$ cat src/rtl/sobel_out_packer.sv
// Sobel output packer: gathers ROWS x PIX_PER_ROW pixel beats into WORD_W words per row and
// writes them row by row to SRAM with back-pressure. Optional flush input under SOBEL_OUT_FLUSH_EN.
module sobel_out_packer #(
  parameter int          PIX_W       = 8,
  parameter int          PIX_PER_ROW = 2,
  parameter int          ROWS        = 2,
  parameter int          WORD_W      = 64,
  parameter int          ADDR_W      = 20,
  parameter int unsigned START_ADDR  = 0,
  parameter int unsigned END_ADDR    = 524287,
  parameter int unsigned ROW_WORDS   = 256
) (
  input  logic                                clk,
  input  logic                                reset,
  input  logic                                in_valid,
  output logic                                in_ready,
  input  logic [ROWS*PIX_PER_ROW*PIX_W-1:0]   in_data,
  input  logic                                wr_ready,
`ifdef SOBEL_OUT_FLUSH_EN
  input  logic                                flush,
`endif
  output logic                                we,
  output logic [ADDR_W-1:0]                   wraddr,
  output logic [WORD_W-1:0]                   out_data,
  output logic                                frame_done
);

  localparam int BEAT_W = PIX_W * PIX_PER_ROW;
  localparam int BPW    = WORD_W / BEAT_W;
  localparam int BCW    = (BPW > 1) ? $clog2(BPW) : 1;
  localparam int RIW    = (ROWS > 1) ? $clog2(ROWS) : 1;
  localparam int RW_LOG = $clog2(ROW_WORDS);

  localparam logic [ADDR_W-1:0] START_A   = ADDR_W'(START_ADDR);
  localparam logic [ADDR_W-1:0] RW_MASK   = ADDR_W'(ROW_WORDS - 1);
  localparam logic [ADDR_W-1:0] SPAN_A    = ADDR_W'((ROWS - 1) * ROW_WORDS);
  localparam logic [ADDR_W-1:0] LIMIT_A   = ADDR_W'(END_ADDR - (ROWS - 1) * ROW_WORDS);
  localparam logic [BCW-1:0]    LAST_BEAT = BCW'(BPW - 1);
  localparam logic [RIW-1:0]    LAST_ROW  = RIW'(ROWS - 1);

  typedef enum logic {IDLE, WR} state_t;

  state_t            state;
  logic [RIW-1:0]    row;
  logic [BCW-1:0]    beat_cnt;
  logic [ADDR_W-1:0] base;
  logic              hold_valid;
  logic [WORD_W-1:0] collect     [ROWS];
  logic [WORD_W-1:0] collect_nxt [ROWS];
  logic [WORD_W-1:0] hold        [ROWS];

  logic              accept, drain_last, xfer, wrap;
  logic              flush_req, flush_xfer;
  logic [ADDR_W-1:0] nb;
  logic [RIW-1:0]    row_nxt;

  function automatic logic [ADDR_W-1:0] row_addr(input logic [ADDR_W-1:0] b,
                                                 input logic [RIW-1:0]    r);
    return b + (ADDR_W'(r) << RW_LOG);
  endfunction

  // At the end of an image row the next set starts below the rows this set already covered.
  function automatic logic [ADDR_W-1:0] step_base(input logic [ADDR_W-1:0] b);
    if ((b & RW_MASK) == RW_MASK) return b + SPAN_A + ADDR_W'(1);
    return b + ADDR_W'(1);
  endfunction

  assign drain_last = (state == WR) && (row == LAST_ROW) && wr_ready;
  assign row_nxt    = row + 1'b1;
  assign nb         = step_base(base);
  assign wrap       = nb > LIMIT_A;

`ifdef SOBEL_OUT_FLUSH_EN
  logic flush_pend;
  assign flush_req  = flush_pend || (flush && (beat_cnt != '0));
  assign flush_xfer = flush_req && (!hold_valid || drain_last);
`else
  assign flush_req  = 1'b0;
  assign flush_xfer = 1'b0;
`endif

  assign in_ready = !((beat_cnt == LAST_BEAT) && hold_valid && !drain_last) && !flush_req;
  assign accept   = in_valid && in_ready;
  assign xfer     = (accept && (beat_cnt == LAST_BEAT)) || flush_xfer;

  // First beat of a set occupies the most significant slot of each row word.
  always_comb begin
    collect_nxt = collect;
    if (accept) begin
      for (int r = 0; r < ROWS; r++) begin
        for (int p = 0; p < PIX_PER_ROW; p++) begin
          collect_nxt[r][(BPW-1-int'(beat_cnt))*BEAT_W + p*PIX_W +: PIX_W] =
            in_data[(r*PIX_PER_ROW+p)*PIX_W +: PIX_W];
        end
      end
    end
  end

  always_ff @(posedge clk) begin
    if (reset) begin
      state      <= IDLE;
      row        <= '0;
      beat_cnt   <= '0;
      base       <= START_A;
      hold_valid <= 1'b0;
      we         <= 1'b0;
      wraddr     <= START_A;
      out_data   <= '0;
      frame_done <= 1'b0;
      collect    <= '{default: '0};
`ifdef SOBEL_OUT_FLUSH_EN
      flush_pend <= 1'b0;
`endif
    end else begin
      frame_done <= 1'b0;
`ifdef SOBEL_OUT_FLUSH_EN
      if (flush_xfer)                          flush_pend <= 1'b0;
      else if (flush && (beat_cnt != '0))      flush_pend <= 1'b1;
`endif
      // Collection: cleared after every transfer so a flushed set is zero-filled.
      if (xfer) begin
        beat_cnt <= '0;
        collect  <= '{default: '0};
        hold     <= collect_nxt;
      end else begin
        collect  <= collect_nxt;
        if (accept) beat_cnt <= beat_cnt + 1'b1;
      end

      if (xfer)            hold_valid <= 1'b1;
      else if (drain_last) hold_valid <= 1'b0;

      // Drain: one row per accepted write; outputs hold while the SRAM stalls.
      case (state)
        IDLE: begin
          if (hold_valid) begin
            state    <= WR;
            row      <= '0;
            we       <= 1'b1;
            wraddr   <= base;
            out_data <= hold[0];
          end
        end
        WR: begin
          if (wr_ready) begin
            if (row != LAST_ROW) begin
              row      <= row_nxt;
              wraddr   <= row_addr(base, row_nxt);
              out_data <= hold[row_nxt];
            end else begin
              base       <= wrap ? START_A : nb;
              frame_done <= wrap;
              if (xfer) begin
                row      <= '0;
                wraddr   <= wrap ? START_A : nb;
                out_data <= collect_nxt[0];
              end else begin
                state <= IDLE;
                we    <= 1'b0;
              end
            end
          end
        end
        default: state <= IDLE;
      endcase
    end
  end

endmodule
$ cat config.mk
export PLATFORM = sky130hd
export DESIGN_NAME = sobel_out_packer
export DESIGN_NICKNAME = d
export VERILOG_FILES = /design/src/rtl/sobel_out_packer.sv
export SDC_FILE = /design/constraint.sdc
export NUM_CORES = 1
export LEC_CHECK = 0
export CORE_UTILIZATION = 60
export DETAILED_ROUTE_END_ITERATION = 7
export PLACE_DENSITY = 0.82
export REMOVE_ABC_BUFFERS = 1
export SYNTH_ARGS = -nofsm -noshare
export SYNTH_HDL_FRONTEND = slang
export SYNTH_SLANG_ARGS = --single-unit
$ cat constraint.sdc
create_clock -name clk -period 22.2 [get_ports clk]
set_input_delay 2.22 -clock clk [delete_from_list [all_inputs] [get_ports clk]]
set_output_delay 2.22 -clock clk [all_outputs]
set_load 0.005 [all_outputs]
==> run_results.csv <==
group,metric,value,unit
cts,cts_hold_buffers,0,
cts,cts-root-buf,"clkbuf_16",
yosys,synth_seq_area_share,56.4,%
drt,antenna_left,0,
power,ir_worst_vdd,0.0820,mV
layout,drive_above_1_share,5.91,%
floorplan,core_area,25100,um^2
timing,final_hold_viol_count,0,
timing,period_needed,6.24,ns
layout,nets,1744,
timing,setup_violations,0,
yosys,synth_top_cell_area_share,31.3,%
worst_setup_path,cp_num_buf_inv,2,
timing,hold_ws,0.459,ns
power,power.leakage,6.50,nW
min_path,hp-class,"reg -> reg",
floorplan,floorplan.initialDensity,61.0,%
cts,clock_latency,0.52,ns
timing,rsz0062_at_grt,"no",
worst_setup_path,worstPathRequired,19.98,ns
place,dp_cells,1990,
yosys,synth-edff-count,128,
layout,areaGrowthSynthToFinish,16.1,%
place,dp_worst_setup_slack,16.00,ns
flow_run,maxCapViolCount,0,
global_routing,antenna_found_initial,0,
worst_setup_path,criticalPathCategory,"in -> out",
yosys,syn_area_per_cell,9.28,um^2
layout,utilization,70.8,%
cts,numCtsBuffers,37,
power,fin_total_pwr,1.40,mW
place,place_hpwl,21.3,mm
worst_setup_path,path_cells,"clkdlybuf4s50_1 -> nand2_1 -> nand3_1 -> clkdlybuf4s50_1",
power,combPwrFrac,6.6,%
yosys,synth_cells,1649,
cts,cts_max_level,2,
yosys,yosys_most_used_dff,"dfxtp_1",
power,clockPowerShare,42.6,%
outcome,status,"finished clean",
worst_setup_path,end_kind,"primary output",
floorplan,num_io_pins,123,
yosys,yosysTopAreaCell,"dfxtp_1",
drt,wl_per_cell,17.8,um
layout,finalNonFillerCells,2057,
layout,design_area,17800,um^2
power,p_seq_share,50.8,%
drt,via_per_inst,5.95,
floorplan,die_w,162,um
timing,clock.fmax,160,MHz
global_routing,first_global_vias,11700,
global_routing,grt_max_degree,101,
cts,clockBufferDepth,3,
worst_setup_path,cp_slowest_cell,"clkdlybuf4s50_1",
drt,drcViolationCount,0,
cts,cts_resized,0,
cts,path_clk_slew,0.06,ns
timing,fin_skew,0.0134,ns
power,p_switching,0.317,mW
worst_setup_path,crit_top_cell,"clkdlybuf4s50_1",
worst_setup_path,max_stage_delay,0.54,ns
worst_setup_path,crit_fanout,15,
floorplan,die_y,162,um
yosys,yosys-top-cells-area,"dfxtp_1 31%, edfxtp_1 25%, a21oi_1 6.2%, nand2_1 6.0%, o21ai_0 4.6%",
yosys,ys_ff_latch,367,
global_routing,grt_pass1_wl,59.3,mm
timing,drv_slew,0,
drt,first_pass_iters,7,
worst_setup_path,cp-start-kind,"input port",
timing,setup_ws,15.96,ns
global_routing,grt_overflow_total,0,
cts,cts_tree,"done",
drt,first_iter_violations,1114,
power,p_int,1.08,mW
global_routing,grt_use_total,28.3,%
timing,tns,0,ns
place,port-buffer-count,122,
timing,final.period_utilization,28.1,%
yosys,synth_cell_type_count,68,
cts,cts_setup_buffers,0,
yosys,async_flop_share,0,%
timing,worstMarginPinSlew,1.14,ns
power,p_per_area,78.9,nW/um^2
timing,max_slew_margin,23.3,%
worst_setup_path,cp_top_family,"buffers and inverters",
floorplan,fp-row-count,58,
floorplan,dieArea,26200,um^2
layout,n_antenna_cell,0,
power,p_sw_share,22.6,%
drt,wirelength,36.6,mm
place,place.gp.congestion,0.901,
worst_setup_path,cp.arrival,4.02,ns
yosys,synth_warnings,0,
cts,cts.sink_count,367,
layout,fill_cells,1901,
worst_setup_path,ff2ff_setup_slack,18.23,ns
drt,num_vias,12200,
place,dpl_cell_area,16600,um^2
yosys,syn_area,15300,um^2
[kinds of logic (layout without fill, tap and decap cells)]
group           Yosys count  in the layout  synth area share, %
simple gates            596            596                 17.4
compound gates          464            464                 18.5
flops                   367            367                 56.4
buf+inv                 173            251                 4.64
xor+xnor                 26             26                 1.49
mux                      14             14                0.948
fa+ha+maj                 9              9                0.736
[cells in the final DEF, fill, tap and decap left out, types with 3 or more instances in the layout]
master / instances
mux2_2: 4
nand4_1: 17
nor3_1: 14
a21oi_1: 191
and3_1: 7
o21ai_0: 142
clkinv_2: 5
nor2_1: 161
xor2_1: 6
nor4_1: 6
inv_1: 39
o211a_1: 8
nand3_1: 52
dfxtp_1: 238
o211ai_1: 15
a211oi_1: 29
mux2i_1: 10
clkbuf_1: 14
a22o_1: 8
o22ai_1: 3
ha_1: 9
clkbuf_16: 38
a22oi_1: 9
clkdlybuf4s50_1: 122
nor3_2: 3
edfxtp_1: 128
a311oi_1: 11
o31ai_1: 3
a311o_1: 12
xnor2_1: 20
and2_1: 6
clkbuf_8: 8
buf_4: 21
nand2b_1: 3
nand2_1: 243
nor2b_1: 71
a31oi_1: 6
[cells in the mapped netlist, types with 3 or more instances]
cell type  count
mux2_2         4
xor2_1         6
a22o_1         8
inv_1         40
a211oi_1      29
nand2_1      243
o22ai_1        4
o31ai_1        3
xnor2_1       20
nor2_1       162
a21oi_1      191
clkbuf_1      97
nand4_1       17
o211ai_1      15
o21ai_0      142
nor2b_1       71
buf_2         20
a311o_1       12
a22oi_1        9
dfxtp_1      239
o211a_1        8
a31oi_1        6
nor4_1         6
buf_1          8
and2_1         6
mux2i_1       10
ha_1           9
a311oi_1      11
nand3_1       52
nor3_1        16
and3_1         7
nand2b_1       3
edfxtp_1     128
[flip-flops by register name (all words and copies together), names as in the netlist]
register    cells
state           1
beat_cnt        2
base           20
hold_valid      1
out_data       64
collect       128
hold          128
frame_done      1
wraddr         20
we              1
row             1
[layout make-up]
type | instances | area [um^2] | share of cell area, %
inverters | 41 | 155 | 0.873
well taps | 330 | 413 | 2.32
clock buffers | 60 | 1110 | 6.26
clock inverters | 7 | 60.1 | 0.338
flip-flops and latches | 367 | 8630 | 48.6
multi-input cells | 1109 | 6020 | 33.9
repair buffers | 143 | 1380 | 7.76
[worst paths after layout]
check / endpoint / cells past startpoint / startpoint
max reg2reg: collect[50] / 5 / row
min reg2reg: wraddr[19] / 2 / wraddr[19]
max: in_ready / 4 / wr_ready
min: wraddr[19] / 2 / wraddr[19]
[tightest hold or removal path, cell delays in order (launching register included)]
cell     delay [ns]
dfxtp_1        0.31
nand2_1        0.05
a21oi_1        0.05
[routing by layer]
| layer | wire length (um) | vias to the layer above | track usage [%] |
|---|---|---|---|
| met5 | 0 | - | 0 |
| li1 | - | 5860 | - |
| met2 | 17500 | 470 | 47.3 |
| met3 | 2680 | 67 | 3.60 |
| met4 | 890 | 0 | 9.65 |
| met1 | 15500 | 5834 | 38.1 |
[power groups by stage]
| stage | Sequential [mW] | Combinational [mW] | Clock (mW) |
|---|---|---|---|
| 2_1_floorplan | 0.727 | 0.0454 | 0 |
| 3_3_place_gp | 0.726 | 0.0890 | 0 |
| 3_5_place_dp | 0.727 | 0.0914 | 0 |
| 4_1_cts | 0.712 | 0.0920 | 0.605 |
| 5_1_grt | 0.713 | 0.101 | 0.631 |
| 6_report | 0.712 | 0.0920 | 0.597 |
Note: power is estimated with default switching activity, not from simulation.
